--- src/rtl/instruction_fetch_if.sv ---
// Instruction-memory fetch channel: req/addr out, gnt/rvalid/rdata back.
interface instruction_fetch_if;
    logic        req;
    logic [31:0] addr;
    logic        gnt;
    logic        rvalid;
    logic [31:0] rdata;

    modport master (
        output req,
        output addr,
        input  gnt,
        input  rvalid,
        input  rdata
    );

    modport slave (
        input  req,
        input  addr,
        output gnt,
        output rvalid,
        output rdata
    );
endinterface

--- src/rtl/instruction_fetch.sv ---
// IF stage: owns the PC, issues credit-limited word fetches, buffers
// in-order responses and presents a registered instruction to decode.
// Optional macro FETCH_PERF_CNT_EN adds perf_fetched / perf_bubbles counters.
module instruction_fetch #(
    parameter logic [31:0] RESET_PC   = 32'h0000_0000,
    parameter int unsigned FIFO_DEPTH = 2,
    parameter logic [31:0] NOP_INSTR  = 32'h0000_0013
) (
    input  logic        clk,
    input  logic        rst,
    input  logic        stall,
    input  logic        redirect,
    input  logic [31:0] redirect_pc,
    instruction_fetch_if.master imem,
    output logic [31:0] instruction,
    output logic [31:0] cnt_val_pl4_out,
    output logic [31:0] pc_out,
    output logic        if_valid
`ifdef FETCH_PERF_CNT_EN
    ,
    output logic [31:0] perf_fetched,
    output logic [31:0] perf_bubbles
`endif
);

    localparam int unsigned PTR_W = (FIFO_DEPTH > 1) ? $clog2(FIFO_DEPTH) : 1;
    localparam int unsigned CNT_W = PTR_W + 1;
    localparam int unsigned SUM_W = CNT_W + 1;

    typedef struct packed {
        logic [31:0] pc;
        logic [31:0] instr;
    } fetch_entry_t;

    typedef enum logic [1:0] {
        BOOT  = 2'd0,
        RUN   = 2'd1,
        FLUSH = 2'd2
    } state_t;

    state_t             state;
    logic [31:0]        pc_q;
    logic [31:0]        pcq_mem [FIFO_DEPTH];
    logic [PTR_W-1:0]   pcq_wr;
    logic [PTR_W-1:0]   pcq_rd;
    logic [CNT_W-1:0]   outstanding;
    fetch_entry_t       fifo_mem [FIFO_DEPTH];
    logic [PTR_W-1:0]   fifo_wr;
    logic [PTR_W-1:0]   fifo_rd;
    logic [CNT_W-1:0]   fifo_cnt;
    logic [CNT_W-1:0]   kill_cnt;

    logic               rsp;
    logic               issue;
    logic               kill;
    logic               push;
    logic               pop;
    logic               credit;
    logic [SUM_W-1:0]   in_use;
    logic [CNT_W-1:0]   kill_load;
    fetch_entry_t       rsp_entry;
    fetch_entry_t       out_entry;

    // Handshake decode, credit check and output-stage source selection.
    always_comb begin
        in_use    = SUM_W'(outstanding) + SUM_W'(fifo_cnt);
        credit    = in_use < SUM_W'(FIFO_DEPTH);
        rsp       = imem.rvalid && (outstanding != '0);
        kill      = rsp && (kill_cnt != '0);
        push      = rsp && !kill && !redirect;
        pop       = !stall && !redirect && ((fifo_cnt != '0) || push);
        kill_load = outstanding - CNT_W'(rsp);
        rsp_entry = '{pc: pcq_mem[pcq_rd], instr: imem.rdata};
        out_entry = (fifo_cnt != '0) ? fifo_mem[fifo_rd] : rsp_entry;
        issue     = imem.req && imem.gnt;
    end

    assign imem.req  = (state != BOOT) && !redirect && credit;
    assign imem.addr = pc_q;

    // Storage arrays; validity is tracked by the pointers and counts below.
    always_ff @(posedge clk) begin
        if (issue) pcq_mem[pcq_wr] <= pc_q;
        if (push)  fifo_mem[fifo_wr] <= rsp_entry;
    end

    // FSM, PC, credit tracking, fetch buffer and registered decode outputs.
    always_ff @(posedge clk or negedge rst) begin
        if (!rst) begin
            state           <= BOOT;
            pc_q            <= RESET_PC;
            pcq_wr          <= '0;
            pcq_rd          <= '0;
            outstanding     <= '0;
            fifo_wr         <= '0;
            fifo_rd         <= '0;
            fifo_cnt        <= '0;
            kill_cnt        <= '0;
            instruction     <= NOP_INSTR;
            cnt_val_pl4_out <= '0;
            pc_out          <= '0;
            if_valid        <= 1'b0;
        end else begin
            if (issue) begin
                pcq_wr <= pcq_wr + PTR_W'(1);
                pc_q   <= pc_q + 32'd4;
            end
            if (rsp) pcq_rd <= pcq_rd + PTR_W'(1);

            case ({issue, rsp})
                2'b10:   outstanding <= outstanding + CNT_W'(1);
                2'b01:   outstanding <= outstanding - CNT_W'(1);
                default: outstanding <= outstanding;
            endcase

            if (redirect) begin
                // Stale responses are counted out via kill_cnt, not via the PC queue.
                pc_q        <= redirect_pc & 32'hFFFF_FFFC;
                fifo_wr     <= '0;
                fifo_rd     <= '0;
                fifo_cnt    <= '0;
                kill_cnt    <= kill_load;
                state       <= (kill_load != '0) ? FLUSH : RUN;
                if_valid    <= 1'b0;
                instruction <= NOP_INSTR;
            end else begin
                if (push) fifo_wr <= fifo_wr + PTR_W'(1);
                if (pop)  fifo_rd <= fifo_rd + PTR_W'(1);
                if (push && !pop)      fifo_cnt <= fifo_cnt + CNT_W'(1);
                else if (pop && !push) fifo_cnt <= fifo_cnt - CNT_W'(1);

                if (kill) kill_cnt <= kill_cnt - CNT_W'(1);

                case (state)
                    BOOT:    state <= RUN;
                    FLUSH:   if (kill && (kill_cnt == CNT_W'(1))) state <= RUN;
                    default: state <= state;
                endcase

                if (!stall) begin
                    if (pop) begin
                        if_valid        <= 1'b1;
                        instruction     <= out_entry.instr;
                        pc_out          <= out_entry.pc;
                        cnt_val_pl4_out <= out_entry.pc + 32'd4;
                    end else begin
                        if_valid    <= 1'b0;
                        instruction <= NOP_INSTR;
                    end
                end
            end
        end
    end

`ifdef FETCH_PERF_CNT_EN
    // Delivered-instruction and decode-bubble counters.
    always_ff @(posedge clk or negedge rst) begin
        if (!rst) begin
            perf_fetched <= '0;
            perf_bubbles <= '0;
        end else begin
            if (pop) perf_fetched <= perf_fetched + 32'd1;
            if (!stall && !redirect && !pop) perf_bubbles <= perf_bubbles + 32'd1;
        end
    end
`endif

    // A response with nothing in flight is a memory-side protocol error.
    rsp_legal: assert property (@(posedge clk) disable iff (!rst)
        !(imem.rvalid && (outstanding == '0)));

endmodule

--- src/flat_wrapper.sv ---
// flat-port wrapper written by rule: the top's interface ports become plain ports
module instruction_fetch_flat 
#(
    parameter logic [31:0] RESET_PC   = 32'h0000_0000,
    parameter int unsigned FIFO_DEPTH = 2,
    parameter logic [31:0] NOP_INSTR  = 32'h0000_0013
)
  (clk, rst, stall, redirect, redirect_pc, instruction, cnt_val_pl4_out, pc_out, if_valid, imem_req, imem_addr, imem_gnt, imem_rvalid, imem_rdata);
  instruction_fetch_if imem_i ();
  input  logic clk;
  input  logic rst;
  input  logic stall;
  input  logic redirect;
  input  logic [31:0] redirect_pc;
  output logic [31:0] instruction;
  output logic [31:0] cnt_val_pl4_out;
  output logic [31:0] pc_out;
  output logic if_valid;
  output wire logic [$bits(imem_i.req)-1:0] imem_req;
  output wire logic [$bits(imem_i.addr)-1:0] imem_addr;
  input wire logic [$bits(imem_i.gnt)-1:0] imem_gnt;
  input wire logic [$bits(imem_i.rvalid)-1:0] imem_rvalid;
  input wire logic [$bits(imem_i.rdata)-1:0] imem_rdata;
  assign imem_req = imem_i.req;
  assign imem_addr = imem_i.addr;
  assign imem_i.gnt = imem_gnt;
  assign imem_i.rvalid = imem_rvalid;
  assign imem_i.rdata = imem_rdata;
  instruction_fetch #(.RESET_PC(RESET_PC), .FIFO_DEPTH(FIFO_DEPTH), .NOP_INSTR(NOP_INSTR)) u_core (.clk(clk), .rst(rst), .stall(stall), .redirect(redirect), .redirect_pc(redirect_pc), .imem(imem_i), .instruction(instruction), .cnt_val_pl4_out(cnt_val_pl4_out), .pc_out(pc_out), .if_valid(if_valid));
endmodule
--- config.mk ---
export PLATFORM = sky130hd
export DESIGN_NAME = instruction_fetch_flat
export DESIGN_NICKNAME = d
export VERILOG_FILES = /design/src/rtl/instruction_fetch_if.sv /design/src/rtl/instruction_fetch.sv /design/src/flat_wrapper.sv
export SDC_FILE = /design/constraint.sdc
export NUM_CORES = 1
export LEC_CHECK = 0
export CORE_MARGIN = 2
export CORE_UTILIZATION = 50
export CTS_CLUSTER_DIAMETER = 30
export CTS_CLUSTER_SIZE = 10
export DETAILED_ROUTE_END_ITERATION = 8
export PLACE_DENSITY_LB_ADDON = 0.25
export SKIP_CTS_REPAIR_TIMING = 1
export SYNTH_ARGS = -nofsm -noshare
export SYNTH_HDL_FRONTEND = slang
export SYNTH_SLANG_ARGS = --single-unit
--- constraint.sdc ---
create_clock -name clk -period 6.5 [get_ports clk]
set_input_delay 0.65 -clock clk [delete_from_list [all_inputs] [get_ports clk]]
set_output_delay 0.65 -clock clk [all_outputs]
set_load 0.01 [all_outputs]
==> results of run 1 <==
==> where the power goes <==
| group | internal, mW | switching (mW) |
|---|---|---|
| logic | 0.871 | 0.982 |
| clock network | 2.18 | 1.08 |
| registers | 2.56 | 0.282 |
| total | 5.61 | 2.35 |
==> logic make-up after synthesis <==
logic type               synth area share [%]
XOR/XNOR                                1.549
AND/OR/NAND/NOR                         13.16
multiplexers                            7.778
flip-flops                              62.99
buffers and inverters                   3.203
AO/OA/AOI/OAI                           10.62
other                                 0.02652
adder cells (fa/ha/maj)                0.6725
==> cells in the final DEF (no fill, tap or decap), types with 8 or more instances in the layout <==
master / instances
and2_1: 8
nand3b_1: 10
dfrtp_1: 131
inv_1: 17
a31oi_1: 13
clkinv_2: 9
mux2i_1: 68
clkbuf_16: 67
nand4_1: 16
o311ai_0: 8
buf_4: 15
edfxtp_1: 184
inv_6: 9
nor2_1: 82
and3_1: 12
o21ai_0: 94
mux2_2: 34
nand2_1: 168
nand3_1: 41
xor2_1: 10
nor3_1: 8
o211ai_1: 9
a21oi_1: 65
clkdlybuf4s50_1: 189
xnor2_1: 15
a221o_1: 8
==> worst max-delay path: stages, from the launching register on <==
cell and delay (ns):
dfrtp_1 0.48, and2_1 0.22, fa_1 0.44, nor3_1 0.20
nor2b_1 0.24, and2_0 0.64, inv_1 0.24, buf_4 0.31
nand2b_1 0.35, o21ai_0 0.17, a221o_1 0.31
==> layout make-up <==
cell class / instances / area [µm²]
clock inverter: 43 / 474.2
clock buffer: 77 / 1744
fill: 2050 / 9253
multi-input combinational: 776 / 4842
inverter: 17 / 63.81
sequential: 319 / 8911
tap: 378 / 473.0
timing repair buffer: 206 / 2021
==> final timing paths <==
| path | from | end | slack (ns) | cells past startpoint |
|---|---|---|---|---|
| max | u_core.fifo_cnt[0] | u_core.imem.addr[5] | 2.76 | 10 |
| min | rst | u_core.imem.addr[25] | 0.10 | 1 |
| max reg2reg | u_core.fifo_cnt[0] | u_core.imem.addr[5] | 2.76 | 10 |
| min reg2reg | u_core.cnt_val_pl4_out[22] | u_core.cnt_val_pl4_out[22] | 0.47 | 2 |
| max in group asynchronous | rst | u_core.pc_out[18] | 5.10 | 2 |
| min in group clk | u_core.cnt_val_pl4_out[22] | u_core.cnt_val_pl4_out[22] | 0.47 | 2 |
==> per-stage QoR <==
step           util (%)  hold WS [ns]
2_1_floorplan         -        0.3544
3_3_place_gp      58.71        0.4529
3_5_place_dp      58.71        0.4600
4_1_cts           66.70        0.1437
5_1_grt           66.70        0.1844
6_report          66.70        0.1043
==> state kept, by name, summed over array words and instances (netlist names), 2 cells and up <==
| name | flops |
|---|---|
| u_core.cnt_val_pl4_out | 30 |
| u_core.fifo_cnt | 2 |
| u_core.fifo_mem | 124 |
| u_core.imem.addr | 30 |
| u_core.instruction | 32 |
| u_core.kill_cnt | 2 |
| u_core.outstanding | 2 |
| u_core.pc_out | 30 |
| u_core.pcq_mem | 60 |
| u_core.state | 2 |
==> metal layers <==
metal	wire, µm	share of wire (%)
met1	14650	45
met4	669	2.0
met2	15090	46
met3	2365	7.2
met5	0	0
==> results.toml, run 1 <==
[drt]
drc = 0
wl_per_cell_um = 18.05
detail-route-antenna-nets = 0
drt_pass1_iterations = 6
drtIter0Drc = 904
via_per_inst = 5.510
vias = 10010
wl_mm = 32.78

[floorplanning]
fp.coreArea_um2 = 27780
initial_core_util_pct = 50.90
num_io_pins = 200
die_w_um = 172.2
die_height_um = 172.2
die_area_um2 = 29640
core.rowCount = 61

[clock_network]
cts_htree_levels = 3
clk_path_buf_depth = 3
cts_root_buf = "clkbuf_16"
cts_inserted_buffers = 66
insertion_delay_ns = 0.55
cts_tree = "done"
cts.sinks = 319
clkSlewWorstSetupHoldPaths_ns = 0.05

[grt]
grt_usage_pct = 22.55
antenna_found_initial = 0
overflow = 0
grt_max_degree = 120
grt_pass1_vias = 10020
grtUsageMet3_pct = 4.761
use_met1_pct = 31.16
grt_use_met2_pct = 35.48
grt.busiest_layer = "met2"
grt_pass1_wl_mm = 52.07

[placed_design]
portBuffers = 191
place_area_um2 = 16310
hpwlAfterDp_mm = 20.81
gp_congestion = 0.8252
pre_cts_ws_ns = 2.795
dp_cells = 1696

[yosys]
ys_warn_count = 0
seq_area_frac_synth_pct = 62.99
yosysTopAreaCell = "edfxtp_1"
yosysMostFrequentCell = "edfxtp_1"
synth_edf_count = 184
yosys.cell_types.count = 73
netlist.area_leader.share_pct = 39.08
synth_seq_cells = 319
async_flop_share_pct = 42.32
syn-cell-area_um2 = 14140
syn_avg_cell_area_um2 = 11.98
yosys_most_used_dff = "edfxtp_1"
synth_commonest_cells = "184 x edfxtp_1, 168 x nand2_1, 132 x dfrtp_1, 94 x o21ai_0, 84 x nor2_1"
netlist_instances = 1180
synth.area.top_cells = "edfxtp_1 39%, dfrtp_1 23%, mux2i_1 4.8%"

[finish]
fin_nets = 1463
finalNonFillerCells = 1816
syn_to_final_growth_pct = 31.04
fin_area_um2 = 18530
drive_gt1_share_pct = 13.28
num_antenna_cells = 0

[sta]
fin_crit_sh_pct = 57.50
tightest_slew_ns = 1.131
slew_viol_final = 0
fmax_ghz = 0.2676
final_hold_viol_count = 0
post-route-min-period_ns = 3.737
relSlewSlack_pct = 24.62
setup_ws_ns = 2.763
tns_ns = 0
finClkSkew_ns = 0.02866
setup_viol = 0
rsz0062_at_grt = "false"

[power_and_ir_drop]
power_density_nw_per_um2 = 429.3
irDropWorstVdd_uv = 203.2
total_power_mw = 7.954
p_leak_nw = 6.972

[run]
max_cap_viol_count = 0

[hold_path]
hold_class = "in -> async"

[worst_setup_path]
worstPathArrival_ns = 4.16
crit_path_max_fanout = 37
worstPathRequired_ns = 6.92
worstSetupPathType = "reg -> reg"
crit_path_end_kind = "register"
worst_setup_path_start_kind = "register"

[outcome]
status = "finished clean"
No activity file was read; power rests on OpenSTA's default activity.
==> run 2: changes to the inputs <==
--- a/config.mk
+++ b/config.mk
@@ -6,7 +6,7 @@
 export NUM_CORES = 1
 export LEC_CHECK = 0
 export CORE_MARGIN = 2
-export CORE_UTILIZATION = 50
+export CORE_UTILIZATION = 55
 export CTS_CLUSTER_DIAMETER = 30
 export CTS_CLUSTER_SIZE = 10
 export DETAILED_ROUTE_END_ITERATION = 8
==> constraint.sdc (replaced) <==
create_clock -name clk -period 3.9 [get_ports clk]
set_input_delay 0.39 -clock clk [delete_from_list [all_inputs] [get_ports clk]]
set_output_delay 0.39 -clock clk [all_outputs]
set_load 0.01 [all_outputs]
==> run 2 against run 1 <==
  * The flow now finishes with violations (negative hold slack)
  * Core utilization grew 5.7 points
  * Worst hold slack lost 0.11 ns
  * Design area shrank 1.7%
  * Clock skew shrank 0.0052 ns
  * Die area shrank 8.9%
  * Clock-buffer cell count shrank 15
  * Routed wire length grew 2.5%
  * Sequential power grew 67%
  * Non-clock buffer count grew 3
  * Total power grew 60%
  * Critical path type is now reg -> out
  * Critical endpoint is now imem_req
==> results.toml, run 2 (synthesis gave the netlist of run 1 again) <==
[outcome]
status = "finished with violations"
violations = "negative hold slack"

[worst_setup_path]
worstPathArrival_ns = 2.78
worstPathRequired_ns = 3.51
slowest_delay_ns = 0.62
crit_slowest_cell = "clkdlybuf4s50_1"
worst_setup_path_start_kind = "register"
path_cells = "and2_1 -> fa_1 -> nor3_1 -> nor2b_1 -> clkdlybuf4s50_1"
worstSetupPathType = "reg -> out"
crit_path_max_fanout = 9
crit_path_end_kind = "output pin"

[finish]
regArea_um2 = 8911
final_cell_mix = "189 x clkdlybuf4s50_1, 184 x edfxtp_1, 168 x nand2_1, 131 x dfrtp_1, 94 x o21ai_0"
num_antenna_cells = 0
fillers = 1674
largest_reg_flops = 124
reg_top3 = "u_core.fifo_mem (124), u_core.pcq_mem (60), u_core.instruction (32)"
drive_gt1_share_pct = 12.31
layout_commonest_cell = "clkdlybuf4s50_1"
top_register = "u_core.fifo_mem"
fin_nets = 1454
multi_input_area_um2 = 4855
syn_to_final_growth_pct = 28.86

[power_and_ir_drop]
p_leak_nw = 6.854
total_power_mw = 12.72
power_density_nw_per_um2 = 698.0
irDropWorstVdd_uv = 448.5

[floorplanning]
initial_core_util_pct = 56.15
die_area_um2 = 27010
core.rowCount = 58
die_height_um = 164.3
fp.coreArea_um2 = 25180
die_w_um = 164.3
num_io_pins = 200

[grt]
grt_pass1_wl_mm = 53.51
grt_usage_pct = 25.21
antenna_found_initial = 0
grt_max_degree = 110
grt_pass1_vias = 10260
overflow = 0

[clock_network]
clk_path_buf_depth = 3
cts_inserted_buffers = 54
insertion_delay_ns = 0.56
cts_root_buf = "clkbuf_16"
cts_tree = "done"
cts_htree_levels = 2
cts.sinks = 319
clkSlewWorstSetupHoldPaths_ns = 0.05

[placed_design]
hpwlAfterDp_mm = 20.99
gp_congestion = 0.8818
portBuffers = 191

[drt]
detail-route-antenna-nets = 0
wl_mm = 33.60
via_per_inst = 5.830
vias = 10220
wl_per_cell_um = 19.18
drc = 0
drtIter0Drc = 836
drt_pass1_iterations = 5

[sta]
relSlewSlack_pct = 29.67
final_hold_viol_count = 10
hold_slack_ns = -0.006966
finClkSkew_ns = 0.02350
setup_viol = 0
fmax_ghz = 0.3154
tightest_slew_ns = 1.055
post-route-min-period_ns = 3.171
rsz0062_at_grt = "false"
slew_viol_final = 0
tns_ns = 0
fin_crit_sh_pct = 81.30

[run]
max_cap_viol_count = 0

[hold_path]
hold_class = "in -> async"
## run 2: cell types whose count changed in the layout (fill, tap and decap cells not counted), sizes merged
cell and delta:
buf +3, bufinv +3, clkbuf -15, clkinv -3
clkinvlp -1, inv -3
## run 2: per-stage QoR
step	hold slack, ns	util, %	worst slack, ns	instances	cell area, µm²
2_1_floorplan	0.09441	-	-0.02186	1185	14170
3_3_place_gp	0.4592	64.77	0.9457	1651	16310
3_5_place_dp	0.4668	64.77	0.8524	1651	16310
4_1_cts	0.04324	72.35	0.6885	1752	18220
5_1_grt	0.08030	72.35	0.5478	1752	18220
6_report	-0.006966	72.35	0.7292	1752	18220
## run 2: per-layer routing
| layer | routed length (µm) | vias to the layer above | track usage [%] |
|---|---|---|---|
| met2 | 15720 | 428 | 40.21 |
| met4 | 643 | 0 | 7.337 |
| met3 | 2721 | 53 | 4.874 |
| met1 | 14510 | 5020 | 35.51 |
| li1 | - | 4714 | - |
| met5 | 0 | - | 0 |
## run 2: area by class of cell
cell class              count  share of cell area (%)
clock inverters            39                   2.555
flip-flops and latches    319                   48.91
well taps                 330                   2.266
repair buffers            209                   11.35
multi-input cells         776                   26.64
inverters                  17                  0.3502
clock buffers              62                   7.925
## run 2: worst max-delay path, delay by kind of cell, from the launching register on
family | cells | cell delay, ns
buffers and inverters | 1 | 0.62
flip-flops | 1 | 0.49
adder cells (fa/ha/maj) | 1 | 0.44
AND/OR/NAND/NOR | 3 | 0.69
## run 2: report_power, final
part | switching [mW] | internal, mW | leakage (nW)
clock | 1.61 | 3.25 | 0.930
sequential | 0.471 | 4.26 | 3.37
combinational | 1.66 | 1.46 | 2.55
total | 3.75 | 8.97 | 6.85
## run 2: path summary, 6_finish.rpt
path / from / endpoint / slack (ns) / cells after the start
max: u_core.fifo_cnt[0] / imem_req / 0.73 / 5
min: rst / u_core.pc_out[29] / -0.007 / 1
max reg2reg: u_core.fifo_cnt[0] / u_core.imem.addr[5] / 0.82 / 9
min reg2reg: u_core.cnt_val_pl4_out[21] / u_core.cnt_val_pl4_out[21] / 0.47 / 2
max in group asynchronous: rst / u_core.imem.addr[3] / 2.86 / 2
min in group clk: redirect_pc[23] / u_core.imem.addr[23] / 0.42 / 3
